**config.mk**
```make
export PLATFORM = sky130hd
export DESIGN_NAME = vga_controller_flat
export DESIGN_NICKNAME = d
export VERILOG_FILES = /design/src/rtl/vga_pkg.sv /design/src/rtl/vga_if.sv /design/src/rtl/vga_axis_counter.sv /design/src/rtl/vga_controller.sv /design/src/flat_wrapper.sv
export SDC_FILE = /design/constraint.sdc
export NUM_CORES = 1
export LEC_CHECK = 0
export ABC_AREA = 1
export CAP_MARGIN = 0
export CORE_MARGIN = 2
export CORE_UTILIZATION = 45
export CTS_BUF_LIST = sky130_fd_sc_hd__clkbuf_2
export CTS_CLUSTER_SIZE = 40
export DETAILED_ROUTE_END_ITERATION = 16
export PLACE_DENSITY = 0.69
export SETUP_SLACK_MARGIN = 0.3
export SLEW_MARGIN = 5
export SYNTH_ARGS = -nofsm -noshare
export SYNTH_HDL_FRONTEND = slang
export SYNTH_SLANG_ARGS = --single-unit
```
**constraint.sdc**
```tcl
create_clock -name clk -period 1.7 [get_ports clk]
set_input_delay 0.255 -clock clk [delete_from_list [all_inputs] [get_ports clk]]
set_output_delay 0.255 -clock clk [all_outputs]
set_load 0.05 [all_outputs]
```
**src/rtl/vga_pkg.sv**
```systemverilog
// Shared timing defaults and types for the VGA pixel-timing path.
// Defaults describe 640x480@60 with a 25 MHz pixel rate derived from 50 MHz.
package vga_pkg;
  localparam int COORD_W = 10;

  localparam int DEF_CLK_DIV  = 2;
  localparam int DEF_H_ACTIVE = 640;
  localparam int DEF_H_FP     = 16;
  localparam int DEF_H_SYNC   = 96;
  localparam int DEF_H_BP     = 48;
  localparam int DEF_V_ACTIVE = 480;
  localparam int DEF_V_FP     = 10;
  localparam int DEF_V_SYNC   = 2;
  localparam int DEF_V_BP     = 33;

  localparam int DEF_H_TOTAL = DEF_H_ACTIVE + DEF_H_FP + DEF_H_SYNC + DEF_H_BP;
  localparam int DEF_V_TOTAL = DEF_V_ACTIVE + DEF_V_FP + DEF_V_SYNC + DEF_V_BP;

  typedef enum logic [1:0] {PH_ACT, PH_FP, PH_SYNC, PH_BP} vga_phase_t;

  function automatic int axis_total(int active, int fp, int sync, int bp);
    return active + fp + sync + bp;
  endfunction
endpackage

```
**src/rtl/vga_if.sv**
```systemverilog
// Timing bundle from the VGA controller to the shape/enable stages and the DAC.
interface vga_if
  import vga_pkg::*;
();
  logic               pix_en;
  logic [COORD_W-1:0] Q_X;
  logic [COORD_W-1:0] Q_Y;
  logic               hsync;
  logic               vsync;
  logic               video_on;
  logic               line_start;
  logic               frame_start;
  vga_phase_t         h_phase;
  vga_phase_t         v_phase;

  modport master (
    output pix_en, Q_X, Q_Y, hsync, vsync, video_on, line_start, frame_start,
           h_phase, v_phase
  );

  modport slave (
    input  pix_en, Q_X, Q_Y, hsync, vsync, video_on, line_start, frame_start,
           h_phase, v_phase
  );
endinterface

```
**src/rtl/vga_axis_counter.sv**
```systemverilog
// One timing axis: coordinate counter plus phase FSM with registered sync/active.
//
//   state   | meaning
//   PH_ACT  | visible region, count in [0, ACTIVE-1]
//   PH_FP   | front porch after the visible region
//   PH_SYNC | sync pulse, sync_n held low
//   PH_BP   | back porch, ends on the wrap to 0 (also the reset state)
module vga_axis_counter
  import vga_pkg::*;
#(
  parameter int ACTIVE = DEF_H_ACTIVE,
  parameter int FP     = DEF_H_FP,
  parameter int SYNC   = DEF_H_SYNC,
  parameter int BP     = DEF_H_BP
) (
  input  logic               clk,
  input  logic               rst,
  input  logic               adv,
  output logic [COORD_W-1:0] count,
  output vga_phase_t         phase,
  output logic               sync_n,
  output logic               active,
  output logic               wrap
);
  localparam int TOTAL = axis_total(ACTIVE, FP, SYNC, BP);

  localparam logic [COORD_W-1:0] LAST_ACT  = COORD_W'(ACTIVE - 1);
  localparam logic [COORD_W-1:0] LAST_FP   = COORD_W'(ACTIVE + FP - 1);
  localparam logic [COORD_W-1:0] LAST_SYNC = COORD_W'(ACTIVE + FP + SYNC - 1);
  localparam logic [COORD_W-1:0] LAST     = COORD_W'(TOTAL - 1);

  logic tc;

  assign tc   = (count == LAST);
  assign wrap = adv & tc;

  // Phase transitions look at the count being left, so sync_n/active land
  // on the same edge as the new count they describe.
  always_ff @(posedge clk or posedge rst) begin
    if (rst) begin
      count  <= LAST;
      phase  <= PH_BP;
      sync_n <= 1'b1;
      active <= 1'b0;
    end else if (adv) begin
      count <= tc ? '0 : count + 1'b1;
      case (phase)
        PH_ACT: begin
          if (count == LAST_ACT) begin
            phase  <= PH_FP;
            active <= 1'b0;
          end
        end
        PH_FP: begin
          if (count == LAST_FP) begin
            phase  <= PH_SYNC;
            sync_n <= 1'b0;
          end
        end
        PH_SYNC: begin
          if (count == LAST_SYNC) begin
            phase  <= PH_BP;
            sync_n <= 1'b1;
          end
        end
        PH_BP: begin
          if (tc) begin
            phase  <= PH_ACT;
            active <= 1'b1;
          end
        end
        default: begin
          phase  <= PH_BP;
          sync_n <= 1'b1;
          active <= 1'b0;
        end
      endcase
    end
  end
endmodule

```
**src/rtl/vga_controller.sv**
```systemverilog
// VGA pixel-timing generator: clock divider, H/V axis counters and start pulses.
// Axis totals must stay within 1024 so coordinates fit in COORD_W bits.
module vga_controller
  import vga_pkg::*;
#(
  parameter int CLK_DIV  = DEF_CLK_DIV,
  parameter int H_ACTIVE = DEF_H_ACTIVE,
  parameter int H_FP     = DEF_H_FP,
  parameter int H_SYNC   = DEF_H_SYNC,
  parameter int H_BP     = DEF_H_BP,
  parameter int V_ACTIVE = DEF_V_ACTIVE,
  parameter int V_FP     = DEF_V_FP,
  parameter int V_SYNC   = DEF_V_SYNC,
  parameter int V_BP     = DEF_V_BP
) (
  input  logic  clk,
  input  logic  rst,
  vga_if.master vga
);
  localparam int DIV_W = (CLK_DIV > 1) ? $clog2(CLK_DIV) : 1;
  localparam logic [DIV_W-1:0] DIV_LAST = DIV_W'(CLK_DIV - 1);

  logic [DIV_W-1:0]   div_cnt;
  logic               pix_en;
  logic [COORD_W-1:0] h_count, v_count;
  vga_phase_t         h_phase, v_phase;
  logic               h_sync_n, v_sync_n;
  logic               h_active, v_active;
  logic               h_wrap, v_wrap;
  logic               line_start, frame_start;

  always_ff @(posedge clk or posedge rst) begin
    if (rst) begin
      div_cnt <= '0;
    end else begin
      div_cnt <= (div_cnt == DIV_LAST) ? '0 : div_cnt + 1'b1;
    end
  end

  // Gated by rst so the strobe drops at once on an asynchronous reset.
  assign pix_en = (div_cnt == DIV_LAST) & ~rst;

  vga_axis_counter #(
    .ACTIVE (H_ACTIVE),
    .FP     (H_FP),
    .SYNC   (H_SYNC),
    .BP     (H_BP)
  ) u_h_axis (
    .clk    (clk),
    .rst    (rst),
    .adv    (pix_en),
    .count  (h_count),
    .phase  (h_phase),
    .sync_n (h_sync_n),
    .active (h_active),
    .wrap   (h_wrap)
  );

  vga_axis_counter #(
    .ACTIVE (V_ACTIVE),
    .FP     (V_FP),
    .SYNC   (V_SYNC),
    .BP     (V_BP)
  ) u_v_axis (
    .clk    (clk),
    .rst    (rst),
    .adv    (h_wrap),
    .count  (v_count),
    .phase  (v_phase),
    .sync_n (v_sync_n),
    .active (v_active),
    .wrap   (v_wrap)
  );

  // Start pulses are clocked every clk, not per pixel, so they last one clk.
  always_ff @(posedge clk or posedge rst) begin
    if (rst) begin
      line_start  <= 1'b0;
      frame_start <= 1'b0;
    end else begin
      line_start  <= h_wrap;
      frame_start <= h_wrap & v_wrap;
    end
  end

  assign vga.pix_en      = pix_en;
  assign vga.Q_X         = h_count;
  assign vga.Q_Y         = v_count;
  assign vga.hsync       = h_sync_n;
  assign vga.vsync       = v_sync_n;
  assign vga.video_on    = h_active & v_active;
  assign vga.line_start  = line_start;
  assign vga.frame_start = frame_start;
  assign vga.h_phase     = h_phase;
  assign vga.v_phase     = v_phase;
endmodule

```
**src/flat_wrapper.sv**
```systemverilog
// flat-port wrapper written by rule: the top's interface ports become plain ports
module vga_controller_flat import vga_pkg::*;
#(
  parameter int CLK_DIV  = DEF_CLK_DIV,
  parameter int H_ACTIVE = DEF_H_ACTIVE,
  parameter int H_FP     = DEF_H_FP,
  parameter int H_SYNC   = DEF_H_SYNC,
  parameter int H_BP     = DEF_H_BP,
  parameter int V_ACTIVE = DEF_V_ACTIVE,
  parameter int V_FP     = DEF_V_FP,
  parameter int V_SYNC   = DEF_V_SYNC,
  parameter int V_BP     = DEF_V_BP
)
  (clk, rst, vga_pix_en, vga_Q_X, vga_Q_Y, vga_hsync, vga_vsync, vga_video_on, vga_line_start, vga_frame_start, vga_h_phase, vga_v_phase);
  vga_if vga_i ();
  input  logic clk;
  input  logic rst;
  output wire logic [$bits(vga_i.pix_en)-1:0] vga_pix_en;
  output wire logic [$bits(vga_i.Q_X)-1:0] vga_Q_X;
  output wire logic [$bits(vga_i.Q_Y)-1:0] vga_Q_Y;
  output wire logic [$bits(vga_i.hsync)-1:0] vga_hsync;
  output wire logic [$bits(vga_i.vsync)-1:0] vga_vsync;
  output wire logic [$bits(vga_i.video_on)-1:0] vga_video_on;
  output wire logic [$bits(vga_i.line_start)-1:0] vga_line_start;
  output wire logic [$bits(vga_i.frame_start)-1:0] vga_frame_start;
  output wire logic [$bits(vga_i.h_phase)-1:0] vga_h_phase;
  output wire logic [$bits(vga_i.v_phase)-1:0] vga_v_phase;
  assign vga_pix_en = vga_i.pix_en;
  assign vga_Q_X = vga_i.Q_X;
  assign vga_Q_Y = vga_i.Q_Y;
  assign vga_hsync = vga_i.hsync;
  assign vga_vsync = vga_i.vsync;
  assign vga_video_on = vga_i.video_on;
  assign vga_line_start = vga_i.line_start;
  assign vga_frame_start = vga_i.frame_start;
  assign vga_h_phase = vga_i.h_phase;
  assign vga_v_phase = vga_i.v_phase;
  vga_controller #(.CLK_DIV(CLK_DIV), .H_ACTIVE(H_ACTIVE), .H_FP(H_FP), .H_SYNC(H_SYNC), .H_BP(H_BP), .V_ACTIVE(V_ACTIVE), .V_FP(V_FP), .V_SYNC(V_SYNC), .V_BP(V_BP)) u_core (.clk(clk), .rst(rst), .vga(vga_i));
endmodule
```
==> flow_summary.json, run 1 <==
{
  "powerDensity_mw_per_mm2": 731.6,
  "portBuffers": 31,
  "die_w_um": 71.12,
  "period_minus_slack_ns": 1.665,
  "cts_sinks": 31,
  "ys_seq_area_frac": 0.3926,
  "clk_pin_slew_ns": 0.16,
  "core.rowCount": 24,
  "yosys_warnings": 0,
  "ant_nets": 0,
  "hold_slack_ns": 0.3279,
  "gp_congestion": 0.9143,
  "num_vias": 2055,
  "place_ws_ns": 0.03273,
  "dieHeight_um": 71.12,
  "final_common_cell": "nand2_1",
  "synth_area_per_cell_sq_um": 7.398,
  "crit_path_frequent_cell": "buf_4",
  "core_sq_mm": 0.004354,
  "route.detailed.drc": 0,
  "clk_latency_ns": 0.37,
  "gr-usage-all-layers": 0.2248,
  "worstMarginPinSlew_ns": 0.4036,
  "timing.fmax_ghz": 0.6007,
  "layout-drive-gt1-share": 0.4958,
  "place_hpwl_um": 3632,
  "die-area_sq_mm": 0.005057,
  "crit_chain": "ha_4 > nand3_4 > nor2_4 > buf_4 > buf_6 > buf_4 > xor2_1",
  "cpMaxStageDelayCell": "dfstp_4",
  "initial_core_util": 0.4655,
  "h-tree-depth": 2,
  "finClkSkew_ns": 0.005061,
  "post-route-period-util": 0.9792,
  "clk_path_buf_depth": 2,
  "antenna_found_initial": 0,
  "worstSetupStartpointType": "flip-flop",
  "drv_slew": 0,
  "outcome": "completed",
  "grt_setup_unrepaired": "yes",
  "yosys.area.top_type": "dfstp_2",
  "io_pins": 32,
  "relSlewSlack": 0.7310,
  "cp_slowest_stage_delay_ns": 0.67,
  "synth_nets": 289,
  "areaGrowthSynthToFinish_pct": 60.68,
  "tns_ns": 0,
  "netlist_area_sq_mm": 0.002027,
  "setup_viol": 0,
  "critPathCaptureType": "flip-flop",
  "required_ns": 2.01,
  "synth.distinct_cells": 25,
  "drv_cap": 0,
  "grt_max_degree": 32,
  "ys_seq_elements": 31,
  "diodes": 0,
  "min_path_type": "in2async",
  "dr.pass1.iters": 4,
  "viasPerCell": 5.074,
  "clockRootBuffer": "clkbuf_2",
  "synth_area_leaders": "dfstp_2 21%, dfrtp_1 19%, nand2_1 15%",
  "holdBufCountCts": 0,
  "stdcell_area_sq_mm": 0.003257,
  "placed_cell_area_sq_mm": 0.002745,
  "syn-instance-count": 274,
  "cts_buffers": 5,
  "hold_viol": 0,
  "vdd_drop_max_mv": 0.5349,
  "overflow": 0,
  "setup_slack_ns": 0.03541,
  "synth_top_area_frac": 0.2074,
  "grt_pass1_vias": 1985,
  "fin_nets": 367,
  "crit_fanout": 4,
  "total_leakage_power_nw": 1.540,
  "mostFrequentLayoutCells": "66 x nand2_1, 32 x buf_4, 26 x nor2_1",
  "drt_iter0_drc": 108,
  "grt_pass1_wl_um": 9156,
  "critPathKind": "reg2reg",
  "worstPathArrival_ns": 1.98,
  "wl_um": 5470,
  "avgRoutedWirePerCell_um": 13.51,
  "cts_tree": "yes"
}
-- critical path: cells and delay by family (launching register included) --
kind / cells / cell delay, ns
flip-flops: 1 / 0.67
buffers and inverters: 3 / 0.32
AND/OR/NAND/NOR: 2 / 0.31
adder cells (fa/ha/maj): 1 / 0.16
XOR/XNOR: 1 / 0.15
-- report_power, final --
part	total, mW	switching [mW]	internal [mW]
Sequential	0.951	0.108	0.844
Combinational	1.05	0.541	0.513
Clock	0.377	0.265	0.112
-- flip-flops by register name, indices dropped and copies added, names as in the netlist --
register                flops
u_core.div_cnt              1
u_core.u_h_axis.active      1
u_core.u_h_axis.count      10
u_core.u_h_axis.phase       2
u_core.u_h_axis.sync_n      1
u_core.u_v_axis.active      1
u_core.u_v_axis.count      10
u_core.u_v_axis.phase       2
u_core.u_v_axis.sync_n      1
u_core.vga.frame_start      1
u_core.vga.line_start       1
-- final timing paths --
kind                       cells past startpoint                                   end  slack, ns                                  from
min in group clk                               1              u_core.div_cnt$_DFF_PP0_       0.49              u_core.div_cnt$_DFF_PP0_
min                                            3              u_core.div_cnt$_DFF_PP0_       0.33                                   rst
max in group asynchronous                      3    u_core.u_v_axis.sync_n$_DFFE_PP1P_       1.04                                   rst
max reg2reg                                    7  u_core.u_h_axis.count[4]$_DFFE_PP1N_       0.04  u_core.u_h_axis.count[1]$_DFFE_PP1N_
max                                            7  u_core.u_h_axis.count[4]$_DFFE_PP1N_       0.04  u_core.u_h_axis.count[1]$_DFFE_PP1N_
min reg2reg                                    1              u_core.div_cnt$_DFF_PP0_       0.49              u_core.div_cnt$_DFF_PP0_
-- cells by family after synthesis --
group	count (synthesis)	synth area share
simple gates	163	0.3716
buf+inv	40	0.07593
flops	31	0.3926
compound gates	20	0.04938
fa+ha+maj	13	0.08025
xor+xnor	7	0.03025
-- per-layer routing --
metal | routed length, um | part of all wire | global-route usage
met1 | 2374 | 0.43 | 0.3159
met2 | 2696 | 0.49 | 0.3583
met3 | 284 | 0.052 | 0.03561
met4 | 114 | 0.021 | 0.06918
met5 | 0 | 0 | 0
-- metrics by stage --
stage	util	power, mW	std cells
2_1_floorplan	-	1.345	274
3_3_place_gp	0.6305	1.698	373
3_5_place_dp	0.6305	1.703	373
4_1_cts	0.6977	2.202	400
5_1_grt	0.7480	2.477	405
6_report	0.7480	2.383	405
-- cell usage after synthesis, drive strengths merged --
cell type and n:
a21oi 6, buf 1, dfrtp 15, dfstp 16, ha 13, inv 39
nand2 82, nand3 25, nand3b 1, nand4 6, nor2 39, nor3 3
nor3b 3, o21ai 14, or2 4, xnor2 1, xor2 6
-- layout make-up --
class | count | area (sq um)
fillers | 300 | 1097
clock inverters | 1 | 5.005
well taps | 52 | 65.06
repair buffers | 71 | 822.0
flip-flops and latches | 31 | 823.3
multi-input cells | 204 | 1348
clock buffers | 7 | 35.03
inverters | 39 | 158.9
-- repair_timing --
item | in CTS | in global routing
gates cloned | 1 | 0
setup endpoints to repair | 48 | 52
resized for setup | 33 | 49
buffers inserted | 18 | 5
hold endpoints to repair | 0 | 0
pin swaps | 10 | 17
(Power assumes the default switching activity.)
==> run 2, diff against run 1 <==
- CORE_UTILIZATION: 45 -> 40
- DONT_BUFFER_PORTS: default -> 1
- PLACE_DENSITY: 0.69 -> 0.54
==> run 2 against run 1 <==
Compared with the run above: worst setup slack improved by 0.018 ns; critical endpoint is now u_core.u_h_axis.count[9]$_DFFE_PP1N_; wire length up 2.2%; cell area is 3.6% lower; largest power group is now sequential cells; cell count increased by 2.0%; fmax grew 1.1%; global-route usage fell by 2.2 points; hold slack got worse by 0.068 ns; die area increased by 12%; highest routed layer unchanged; core utilization decreased by 9.7 points.
==> flow_summary.json, run 2 (synthesized netlist as in run 1, its figures left out) <==
{
  "placed_cell_area_sq_mm": 0.002454,
  "whs_endpoint": "u_core.u_h_axis.count[0]$_DFFE_PP1N_",
  "clk_path_buf_depth": 2,
  "hold_viol": 0,
  "setup_slack_ns": 0.05387,
  "min_from": "rst",
  "layout-drive-gt1-share": 0.4913,
  "dieHeight_um": 75.19,
  "viasPerCell": 4.864,
  "worstPathArrival_ns": 1.95,
  "worstSetupStartpointType": "flip-flop",
  "regArea_sq_um": 823.3,
  "core_sq_mm": 0.004817,
  "critPathCaptureType": "flip-flop",
  "regToRegStartpoint": "u_core.u_h_axis.count[3]$_DFFE_PP1N_",
  "clk_pin_slew_ns": 0.17,
  "place_ws_ns": 0.04281,
  "drv_cap": 0,
  "timing.fmax_ghz": 0.6075,
  "num_vias": 2009,
  "power_mw": 2.099,
  "clockRootBuffer": "clkbuf_2",
  "die-area_sq_mm": 0.005653,
  "die_w_um": 75.19,
  "overflow": 0,
  "critPathKind": "reg2reg",
  "worstMarginPinSlew_ns": 0.4456,
  "cts_tree": "yes",
  "ff2ff_setup_slack_ns": 0.05,
  "drt_iter0_drc": 117,
  "fillerInstances": 429,
  "ant_nets": 0,
  "vdd_drop_max_mv": 0.5014,
  "final_common_cell": "nand2_1",
  "io_pins": 32,
  "diodes": 0,
  "grt_pass1_wl_um": 8583,
  "cts_sinks": 31,
  "dr.pass1.iters": 4,
  "stdcell_area_sq_mm": 0.003138,
  "gp_congestion": 0.8684,
  "r2r-end": "u_core.u_h_axis.count[9]$_DFFE_PP1N_",
  "multiInputGateArea_sq_mm": 0.001354,
  "core.rowCount": 25,
  "required_ns": 2.01,
  "setup_viol": 0,
  "total_leakage_power_nw": 1.454,
  "powerDensity_mw_per_mm2": 669.0,
  "grt_setup_unrepaired": "yes",
  "drv_slew": 0,
  "grt_max_degree": 32,
  "avgRoutedWirePerCell_um": 13.54,
  "r2r_cells": 7,
  "gr-usage-all-layers": 0.2027,
  "fin_nets": 360,
  "h-tree-depth": 2,
  "initial_core_util": 0.4208,
  "min_path_type": "in2reg",
  "cts_buffers": 5,
  "mostFrequentLayoutCells": "61 x nand2_1, 34 x buf_4, 25 x nor2_1",
  "route.detailed.drc": 0,
  "clk_latency_ns": 0.39,
  "place_hpwl_um": 3647,
  "areaGrowthSynthToFinish_pct": 54.81,
  "reg_top3": "u_core.u_h_axis.count: 10 flops, u_core.u_v_axis.count: 10 flops",
  "outcome": "completed",
  "finish.utilization": 0.6514,
  "crit_fanout": 4,
  "worstHoldPathCells": 5,
  "grt_pass1_vias": 1802,
  "antenna_found_initial": 0,
  "wl_um": 5590,
  "period_minus_slack_ns": 1.646,
  "portBuffers": 0,
  "relSlewSlack": 0.7031,
  "finClkSkew_ns": 0.02456,
  "post-route-period-util": 0.9683
}
-- run 2: cell types whose count changed in the layout (fill, tap and decap cells not counted), moves of 3 or more --
| cell | before | now |
|---|---|---|
| ha_4 | 3 | 6 |
| buf_8 | 1 | 12 |
| nand2_1 | 66 | 61 |
| ha_2 | 4 | 1 |
| nand2_2 | 12 | 17 |
| nor2_2 | 2 | 5 |
| nand3_1 | 14 | 17 |
| buf_6 | 21 | 13 |
| buf_12 | 16 | 4 |
-- run 2: report_power, final --
part	internal [mW]	switching (mW)
combinational	0.318	0.471
clock	0.0917	0.285
sequential	0.843	0.0897
total	1.25	0.847
-- run 2: layout make-up --
cell class | instances | share of cell area
Multi-Input combinational cell | 204 | 0.4314
Sequential cell | 31 | 0.2624
Timing Repair Buffer | 64 | 0.2141
Inverter | 39 | 0.05263
Tap cell | 67 | 0.02671
Clock buffer | 5 | 0.007974
Clock inverter | 3 | 0.004785
-- run 2: stage by stage --
stage               setup TNS (ns)  cells  hold WS (ns)
finish                           0    413        0.2603
global placement                 0    372        0.2586
CTS                              0    404        0.2374
global route              -0.06856    413        0.2441
floorplan                        0    274       0.09856
detailed placement               0    372        0.2572
-- run 2: layer usage --
layer,track usage,share of wire,up-vias
met5,0,0,-
met3,0.04552,0.040,9
met4,0.05653,0.016,0
met2,0.3051,0.48,42
met1,0.2933,0.46,948
li1,-,-,1010
-- run 2: worst max-delay path by stage --
stage	from	endpoint	slack, ns	cells after the start
floorplan	u_core.u_h_axis.count[0]$_DFFE_PP1N_	u_core.u_h_axis.phase[0]$_DFFE_PP1P_	0.002	10
global placement	u_core.u_h_axis.count[0]$_DFFE_PP1N_	u_core.u_v_axis.count[6]$_DFFE_PP0N_	0.07	8
detailed placement	u_core.u_h_axis.count[1]$_DFFE_PP1N_	u_core.u_v_axis.active$_DFFE_PP0P_	0.04	8
CTS	u_core.u_h_axis.count[1]$_DFFE_PP1N_	u_core.u_v_axis.count[7]$_DFFE_PP0N_	0.11	7
global route	u_core.u_h_axis.count[3]$_DFFE_PP1N_	u_core.u_h_axis.count[9]$_DFFE_PP1N_	-0.06	7
finish	u_core.u_h_axis.count[3]$_DFFE_PP1N_	u_core.u_h_axis.count[9]$_DFFE_PP1N_	0.05	7
-- run 2: worst max-delay path: stages, from the launching register on --
cell and delay (ns):
dfstp_2 0.63, buf_4 0.24, nand2_1 0.08, nor2_1 0.16, nand3_1 0.10, nand2_1 0.10
nand4_1 0.15, o21ai_1 0.12
-- run 2: timing repair --
action | CTS | global route
hold endpoints to repair | 15 | 0
gates resized for setup | 67 | 45
pin swaps | 20 | 9
hold buffers | 1 | 0
gates cloned | 0 | 1
endpoints found under the setup margin | 49 | 54
setup buffers | 23 | 8
==> run 3, diff against run 2 <==
- RECOVER_POWER: default -> 50
==> run 3 against run 2 <==
Compared with the run above: hold slack improved by 0.062 ns; cell count stayed put; highest routed layer unchanged; register-to-register slack is essentially flat; critical path depth stayed put; fmax grew 0.15%; global-route usage did not move; worst setup slack gained 0.0024 ns; die area unchanged; clock power hardly changed; total power is essentially flat; critical endpoint unchanged.
==> flow_summary.json, run 3 (synthesized netlist as in run 1, its figures left out) <==
{
  "whs_endpoint": "u_core.u_h_axis.count[0]$_DFFE_PP1N_",
  "drv_slew": 0,
  "diodes": 0,
  "worstHoldPathCells": 5,
  "r2r_cells": 7,
  "pwr-share-comb": 0.375,
  "internal-power_mw": 1.251,
  "required_ns": 2.01,
  "seqPwrFrac": 0.444,
  "reg_top3": "u_core.u_h_axis.count: 10 flops, u_core.u_v_axis.count: 10 flops",
  "dieHeight_um": 75.19,
  "clk_latency_ns": 0.39,
  "worstMarginPinSlew_ns": 0.7894,
  "timing.fmax_ghz": 0.6084,
  "clockRootBuffer": "clkbuf_2",
  "period_minus_slack_ns": 1.644,
  "hold_viol": 0,
  "dr.pass1.iters": 4,
  "crit_path_frequent_cell": "nand2_1",
  "critPathCaptureType": "flip-flop",
  "num_vias": 1998,
  "avgRoutedWirePerCell_um": 13.57,
  "die-area_sq_mm": 0.005653,
  "critPathKind": "reg2reg",
  "power_mw": 2.099,
  "crit_fanout": 4,
  "cts_buffers": 5,
  "final_cells": 413,
  "layout-drive-gt1-share": 0.4798,
  "worstSetupStartpointType": "flip-flop",
  "drv_cap": 0,
  "dpl.cell_count": 372,
  "areaGrowthSynthToFinish_pct": 53.95,
  "min_path_type": "in2reg",
  "post-route-period-util": 0.9669,
  "worstPathArrival_ns": 1.95,
  "cpMaxStageDelayCell": "dfstp_2",
  "gp_congestion": 0.8684,
  "cts_tree": "yes",
  "placed_cell_area_sq_mm": 0.002454,
  "core.rowCount": 25,
  "regToRegStartpoint": "u_core.u_h_axis.count[3]$_DFFE_PP1N_",
  "grt_pass1_wl_um": 8583,
  "final_common_cell": "nand2_1",
  "cp_slowest_stage_delay_ns": 0.63,
  "antenna_found_initial": 0,
  "place_hpwl_um": 3647,
  "viasPerCell": 4.838,
  "route.detailed.drc": 0,
  "drt_iter0_drc": 137,
  "portBuffers": 0,
  "setup_viol": 0,
  "cts_sinks": 31,
  "core_sq_mm": 0.004817,
  "fin_nets": 360,
  "grt_setup_unrepaired": "yes",
  "h-tree-depth": 2,
  "p_sw_uw": 847.9,
  "ff2ff_setup_slack_ns": 0.06,
  "clk_pin_slew_ns": 0.17,
  "tns_ns": 0,
  "mostFrequentLayoutCells": "61 x nand2_1, 32 x buf_4, 25 x nor2_1",
  "gr-usage-all-layers": 0.2027,
  "powerDensity_mw_per_mm2": 672.8,
  "crit_family": "flip-flops",
  "min_from": "rst",
  "wl_um": 5604,
  "switching_share": 0.4039,
  "finish.utilization": 0.6478,
  "grt_max_degree": 32,
  "overflow": 0,
  "vdd_drop_max_mv": 0.5008,
  "initial_core_util": 0.4208,
  "r2r-end": "u_core.u_h_axis.count[9]$_DFFE_PP1N_",
  "ant_nets": 0,
  "clkPwrFrac": 0.180,
  "relSlewSlack": 0.4737,
  "die_w_um": 75.19,
  "worst-path-buf-inv": 1,
  "clk_path_buf_depth": 2,
  "finClkSkew_ns": 0.02513,
  "outcome": "completed",
  "total_leakage_power_nw": 1.451,
  "io_pins": 32,
  "crit_chain": "buf_4 > nand2_1 > nor2_1 > nand3_1 > nand2_1 > nand4_1 > o21ai_1",
  "grt_pass1_vias": 1802,
  "stdcell_area_sq_mm": 0.003120
}
-- run 3: cell count changes in the layout (fill, tap and decap cells not counted) --
cell / change
inv_4: -1
dfrtp_2: -4
buf_4: -2
clkinvlp_2: +1
clkbuf_2: +3
buf_6: -1
dfrtp_1: +4
-- run 3: per-stage QoR --
step / worst slack (ns) / hold slack (ns)
final: 0.05628 / 0.3227
after global routing: -0.05748 / 0.3133
after CTS: 0.1057 / 0.2374
after detailed placement: 0.04281 / 0.2572
after global placement: 0.06921 / 0.2586
after floorplan: 0.001770 / 0.09856
-- run 3: metal layers --
layer | up-vias | share of wire | global-route usage
met5 | - | 0 | 0
met4 | 0 | 0.016 | 0.05653
met3 | 9 | 0.039 | 0.04552
met2 | 40 | 0.48 | 0.3051
met1 | 937 | 0.46 | 0.2933
li1 | 1012 | - | -
-- run 3: timing repair --
action,4_1_cts,5_1_grt
hold buffers,1,0
pin swaps,20,9
resized for setup,67,45
cloned,0,1
endpoints found under the hold margin,15,0
setup endpoints to repair,49,54
buffers inserted,23,8
-- run 3: power groups by stage --
stage / clock [mW] / combinational (mW) / sequential (mW)
finish: 0.379 / 0.788 / 0.933
global route: 0.432 / 0.846 / 0.946
CTS: 0.400 / 0.748 / 0.929
detailed placement: 0 / 0.578 / 0.928
global placement: 0 / 0.577 / 0.927
floorplan: 0 / 0.214 / 1.13
-- run 3: worst max-delay path by stage --
stage / startpoint / end / slack [ns] / cells after the start
final: u_core.u_h_axis.count[3]$_DFFE_PP1N_ / u_core.u_h_axis.count[9]$_DFFE_PP1N_ / 0.06 / 7
after global routing: u_core.u_h_axis.count[3]$_DFFE_PP1N_ / u_core.u_h_axis.count[9]$_DFFE_PP1N_ / -0.06 / 7
after CTS: u_core.u_h_axis.count[1]$_DFFE_PP1N_ / u_core.u_v_axis.count[7]$_DFFE_PP0N_ / 0.11 / 7
after detailed placement: u_core.u_h_axis.count[1]$_DFFE_PP1N_ / u_core.u_v_axis.active$_DFFE_PP0P_ / 0.04 / 8
after global placement: u_core.u_h_axis.count[0]$_DFFE_PP1N_ / u_core.u_v_axis.count[6]$_DFFE_PP0N_ / 0.07 / 8
after floorplan: u_core.u_h_axis.count[0]$_DFFE_PP1N_ / u_core.u_h_axis.phase[0]$_DFFE_PP1P_ / 0.002 / 10
-- run 3: worst reg2reg max path, cell delays in order (launching register included) --
cell     delay (ns)
dfstp_2        0.63
buf_4          0.24
nand2_1        0.08
nor2_1         0.16
nand3_1        0.09
nand2_1        0.10
nand4_1        0.15
o21ai_1        0.13
-- run 3: cell type report --
type | instances | area, sq um
fillers | 432 | 1697
inverters | 39 | 163.9
clock buffers | 5 | 25.02
well taps | 67 | 83.83
clock inverters | 3 | 15.01
flip-flops and latches | 31 | 818.3
multi-input cells | 204 | 1354
repair buffers | 64 | 660.6
==> variant 1: new RTL, config.mk and constraints of run 2 <==
Make the reset (`rst`) synchronous in 3 clocked blocks. Comments in the files are not updated.
--- a/src/rtl/vga_axis_counter.sv
+++ b/src/rtl/vga_axis_counter.sv
@@ -36,7 +36,7 @@
 
   // Phase transitions look at the count being left, so sync_n/active land
   // on the same edge as the new count they describe.
-  always_ff @(posedge clk or posedge rst) begin
+  always_ff @(posedge clk) begin
     if (rst) begin
       count  <= LAST;
       phase  <= PH_BP;
--- a/src/rtl/vga_controller.sv
+++ b/src/rtl/vga_controller.sv
@@ -29,7 +29,7 @@
   logic               h_wrap, v_wrap;
   logic               line_start, frame_start;
 
-  always_ff @(posedge clk or posedge rst) begin
+  always_ff @(posedge clk) begin
     if (rst) begin
       div_cnt <= '0;
     end else begin
@@ -73,7 +73,7 @@
   );
 
   // Start pulses are clocked every clk, not per pixel, so they last one clk.
-  always_ff @(posedge clk or posedge rst) begin
+  always_ff @(posedge clk) begin
     if (rst) begin
       line_start  <= 1'b0;
       frame_start <= 1'b0;
Formal check against the unedited RTL: differs if rst is asserted again (counterexample within 4 cycles, from zero or initial values and one cycle with rst high); with rst held inactive, the same outputs for 10 cycles.
==> variant 1 against run 2 <==
  * The run now ends with hold timing left
  * Utilization shrank 3.2 points
  * Area after synthesis shrank 8.6%
  * Power rose by 4.8%
  * Final area down 13%
  * Worst setup slack improved by 0.16 ns
  * Sequential cell count unchanged
  * Global-route usage up 1.6 points
  * Wire length is 4.8% lower
  * Largest power group unchanged
==> variant 1: results (changes against run 2) <==
[outcome]
status=complete, but fails checks
violations=hold timing

[final_layout]
drive_gt1_share_pct=45.1  ; -4.0 points
n_fill_cell=406  ; -5.4%
largestRegisters=u_core.u_h_axis.count: 10 flops, u_core.u_v_axis.count: 10 flops
layout.nets=343  ; -4.7%

[logic_synthesis]
ys_async_sr_fraction_pct=0  ; -100 points
yosys_warnings=0  ; unchanged
ys.flop_type=dfxtp_1
synth.distinct_cells=30  ; +20%
netlist_top_cells_count=62 x nand2_1, 32 x inv_1, 32 x nand3_1
avgSynthCellArea_um2=6.91  ; -6.5%
synth_area_leaders=dfxtp_1 33%, nand2_1 13%, ha_1 9.5%
synth_nets=284  ; -1.7%
synth-seq-area-share_pct=33.5  ; -5.8 points

[clocking]
cts_buffers=5  ; unchanged
htree_levels=2  ; unchanged
root_buffer=clkbuf_2
clockBufferDepth=2  ; unchanged

[sta]
slew_headroom_pct=65.3  ; -5.0 points
finalHoldViolCount=7  ; +7
skew_ns=0.0161  ; -0.00847 ns
whs_ns=-0.0995  ; -0.360 ns

[critical_path]
crit_arrival_ns=1.77  ; -0.18 ns
cp_max_fo=5  ; +1

[placed_design]
dp_cells=345  ; -7.3%
io_buffers=0  ; unchanged
place_congestion=0.853  ; -1.7%
dp_hpwl_um=3630  ; -0.34%

[floorplanning]
core_um2=4410  ; -8.4%

[detailed_routing]
drtIter0Drc=115  ; -1.7%
via_per_inst=5.20  ; +6.8%
wl_um=5320  ; -4.8%
vias=1975  ; -1.7%

[power_and_ir_drop]
leakagePower_nw=1.21  ; -17%
worst_ir_drop_vdd_uv=444  ; -11%
intPower_mw=1.26  ; +0.43%

[global_route]
grt_pass1_vias=1803  ; +0.055%
grt_max_degree=17  ; -47%
grt_usage_pct=21.8  ; +1.6 points
grt_pass1_wl_um=8930  ; +4.0%

## variant 1: metrics by stage
| stage | worst slack [ns] | cell area, µm² |
|---|---|---|
| CTS | 0.246 | 2460 |
| detailed placement | 0.134 | 2220 |
| global placement | 0.136 | 2220 |
| global route | 0.117 | 2730 |
| floorplan | 0.159 | 1960 |
| finish | 0.213 | 2730 |
## variant 1: cell families after synthesis
kind of cell               share of synthesized area (%)
xor gates and xnor gates                            1.42
DFF                                                 33.5
AOI/OAI and AO/OA                                   9.72
adders and majority gates                           9.45
and+or+nand+nor                                     36.9
buffers and inverters                               9.05
## variant 1: path summary, 6_finish.rpt
| check | slack, ns | cells after the start | start | to |
|---|---|---|---|---|
| setup / recovery | 0.21 | 9 | u_core.u_v_axis.count[0] | u_core.u_v_axis.phase[0] |
| setup reg to reg | 0.21 | 9 | u_core.u_v_axis.count[0] | u_core.u_v_axis.phase[0] |
| hold / removal | -0.1 | 1 | rst | u_core.u_v_axis.count[8] |
| hold reg to reg | 0.47 | 2 | u_core.u_h_axis.active | u_core.u_h_axis.active |
## variant 1: power by group through the flow
stage | registers, mW | clock network, mW | logic [mW]
global placement | 0.930 | 0 | 0.643
CTS | 0.911 | 0.396 | 0.758
floorplan | 1.06 | 0 | 0.354
global route | 0.926 | 0.427 | 0.989
finish | 0.916 | 0.380 | 0.905
detailed placement | 0.929 | 0 | 0.645
## variant 1: critical path: stages, from the launching register on
cell	delay, ns
dfxtp_4	0.41
inv_4	0.06
ha_4	0.12
inv_2	0.04
nor3_2	0.18
nand3_2	0.20
nand2_4	0.16
nand3_2	0.08
nand2_1	0.06
nand3_1	0.06
## variant 1: layout make-up
| cell class | count | area, µm² | area share [%] |
|---|---|---|---|
| Multi-Input combinational cell | 198 | 1320 | 48.3 |
| Sequential cell | 31 | 681 | 24.9 |
| Clock buffer | 6 | 30.0 | 1.10 |
| Inverter | 35 | 158 | 5.77 |
| Clock inverter | 2 | 7.51 | 0.275 |
| Timing Repair Buffer | 56 | 473 | 17.3 |
| Tap cell | 52 | 65.1 | 2.38 |
## variant 1: repair_timing
action,in CTS,in global routing
pin swaps,12,18
setup endpoints to repair,23,27
endpoints found under the hold margin,8,7
buffers inserted,13,13
resized for setup,34,49
## variant 1: per-layer routing
layer / routed length [µm] / track usage [%] / up-vias
li1: - / - / 1008
met1: 2560 / 30.6 / 904
met2: 2330 / 32.2 / 55
met3: 353 / 6.81 / 8
met4: 73 / 6.29 / 0
met5: 0 / 0 / -
==> variant 2: new RTL, flow settings as in run 2 <==
Made on the original files. `DEF_CLK_DIV`: 2 -> 4.
--- a/src/rtl/vga_pkg.sv
+++ b/src/rtl/vga_pkg.sv
@@ -3,7 +3,7 @@
 package vga_pkg;
   localparam int COORD_W = 10;
 
-  localparam int DEF_CLK_DIV  = 2;
+  localparam int DEF_CLK_DIV  = 4;
   localparam int DEF_H_ACTIVE = 640;
   localparam int DEF_H_FP     = 16;
   localparam int DEF_H_SYNC   = 96;
Function: changed (a bounded check fails within 4 cycles, from zero or initial values and one cycle with rst high).
==> variant 2 against run 2 <==
  * Utilization shrank 5.7 points
  * Non-clock buffer count shrank 4
  * Worst setup slack better by 0.015 ns
  * Critical endpoint is now u_core.u_h_axis.count[8]
  * Global-route usage is 0.99 points lower
  * Power decreased by 9.7%
  * Synthesized cell count fell by 2.6%
  * Sequential cell count up 1
  * Hold slack worse by 0.017 ns
  * Count of clock-buffer cells in the layout increased by 2
  * Wire length is 5.3% lower
  * Area after synthesis increased by 3.9%
  * Final area fell by 3.2%
  * Clock power increased by 2%
==> variant 2: results (changes against run 2) <==
[outcome]
status=finished clean

[global_route]
antenna_found_initial=0  ; unchanged
grt_pass1_wl_um=9000  ; +4.8%
grt_pass1_vias=1908  ; +5.9%
grt_usage_pct=19.3  ; -0.99 points
grt_max_degree=33  ; +3.1%

[final_layout]
drive_gt1_share_pct=46.5  ; -2.6 points
layout.nets=349  ; -3.1%
n_antenna_cell=0  ; unchanged
largestRegisters=u_core.u_h_axis.count: 10 flops, u_core.u_v_axis.count: 10 flops
n_fill_cell=479  ; +12%

[clocking]
cts_buffers=5  ; unchanged
root_buffer=clkbuf_2
htree_levels=2  ; unchanged
clk_latency_ns=0.37  ; -0.02 ns
clockBufferDepth=2  ; unchanged
clk_pin_slew_ns=0.18

[power_and_ir_drop]
leakagePower_nw=1.45  ; -0.17%
intPower_mw=1.21  ; -3.3%
worst_ir_drop_vdd_uv=516  ; +3.0%

[logic_synthesis]
synth.distinct_cells=35  ; +40%
ys_async_sr_fraction_pct=100  ; unchanged
synth_area_leaders=dfstp_2 20%, dfrtp_1 19%, nand2_1 11%
netlist_top_cells_count=59 x nand2_1, 32 x inv_1, 31 x nor2_1
yosys_warnings=0  ; unchanged
synth-edff-count=0  ; unchanged
synth_nets=284  ; -1.7%
ys.flop_type=dfstp_2
synth-seq-area-share_pct=39.0  ; -0.28 points

[min_path]
hold_path.class=in2reg

[detailed_routing]
dr.pass1.iters=4  ; unchanged
drtIter0Drc=48  ; -59%
wl_um=5290  ; -5.3%
via_per_inst=4.82  ; -0.83%

[critical_path]
cp_max_fo=4  ; unchanged
crit_arrival_ns=1.96
slowest_stage=dfstp_4
cp_slowest_stage_delay_ns=0.67  ; +0.04 ns

[sta]
tightestPinTransition_ns=0.443  ; -0.00225 ns
skew_ns=0.0171  ; -0.00744 ns

[placed_design]
io_buffers=0  ; unchanged
dp_hpwl_um=3660  ; +0.47%
place_congestion=0.770  ; -11%

variant 2: cells by family after synthesis:
family,synth area share [%]
AND/OR/NAND/NOR,35.9
buffers and inverters,7.96
flip-flops,39.0
AO/OA/AOI/OAI,6.54
adder cells (fa/ha/maj),8.91
XOR/XNOR,1.66
variant 2: final cells by class:
class / instances / area share (%)
Sequential cell: 32 / 27.9
Multi-Input combinational cell: 194 / 42.7
Clock buffer: 7 / 1.15
Clock inverter: 1 / 0.124
Tap cell: 70 / 2.88
Inverter: 39 / 5.44
Timing Repair Buffer: 60 / 19.8
variant 2: stage by stage:
step,cell area [µm²],std cells,TNS [ns],setup WS (ns)
after floorplan,2170,267,0,0.0887
after global placement,2490,368,0,0.0947
after detailed placement,2490,368,0,0.0396
after CTS,2880,395,0,0.0818
after global routing,3040,403,-0.116,-0.0248
final,3040,403,0,0.0689
variant 2: routing by layer:
layer	GRT usage [%]	vias to the layer above	share of wire, %
met1	23.7	900	44
li1	-	991	-
met2	31.3	44	50
met3	5.09	9	4.2
met5	0	-	0
met4	9.27	0	1.9
variant 2: path summary, 6_finish.rpt:
check                      cells after the start                        to  slack [ns]                     start
max in group asynchronous                      3  u_core.u_v_axis.count[2]        0.96                       rst
max reg2reg                                    7  u_core.u_h_axis.count[8]        0.07  u_core.u_h_axis.count[0]
max                                            7  u_core.u_h_axis.count[8]        0.07  u_core.u_h_axis.count[0]
min in group asynchronous                      3         u_core.div_cnt[0]        0.39                       rst
min                                            6  u_core.u_h_axis.count[0]        0.24                       rst
min reg2reg                                    1         u_core.div_cnt[0]        0.45         u_core.div_cnt[0]
variant 2: power groups by stage:
stage	Combinational, mW	Clock [mW]	Sequential (mW)
detailed placement	0.416	0	0.942
global placement	0.413	0	0.939
CTS	0.540	0.406	0.928
global route	0.615	0.439	0.942
finish	0.581	0.384	0.932
floorplan	0.117	0	1.12
variant 2: timing repair:
action	4_1_cts	5_1_grt
cloned	0	0
pin swaps	13	8
hold endpoints to repair	16	0
buffers inserted	18	8
hold buffers	1	0
gates resized for setup	60	25
endpoints found under the setup margin	47	51
variant 2: critical path: cells and delay by family, from the launching register on:
kind / cells / cell delay (ns)
flops: 1 / 0.67
simple gates: 3 / 0.41
compound gates: 2 / 0.20
buf+inv: 1 / 0.16
fa+ha+maj: 1 / 0.15
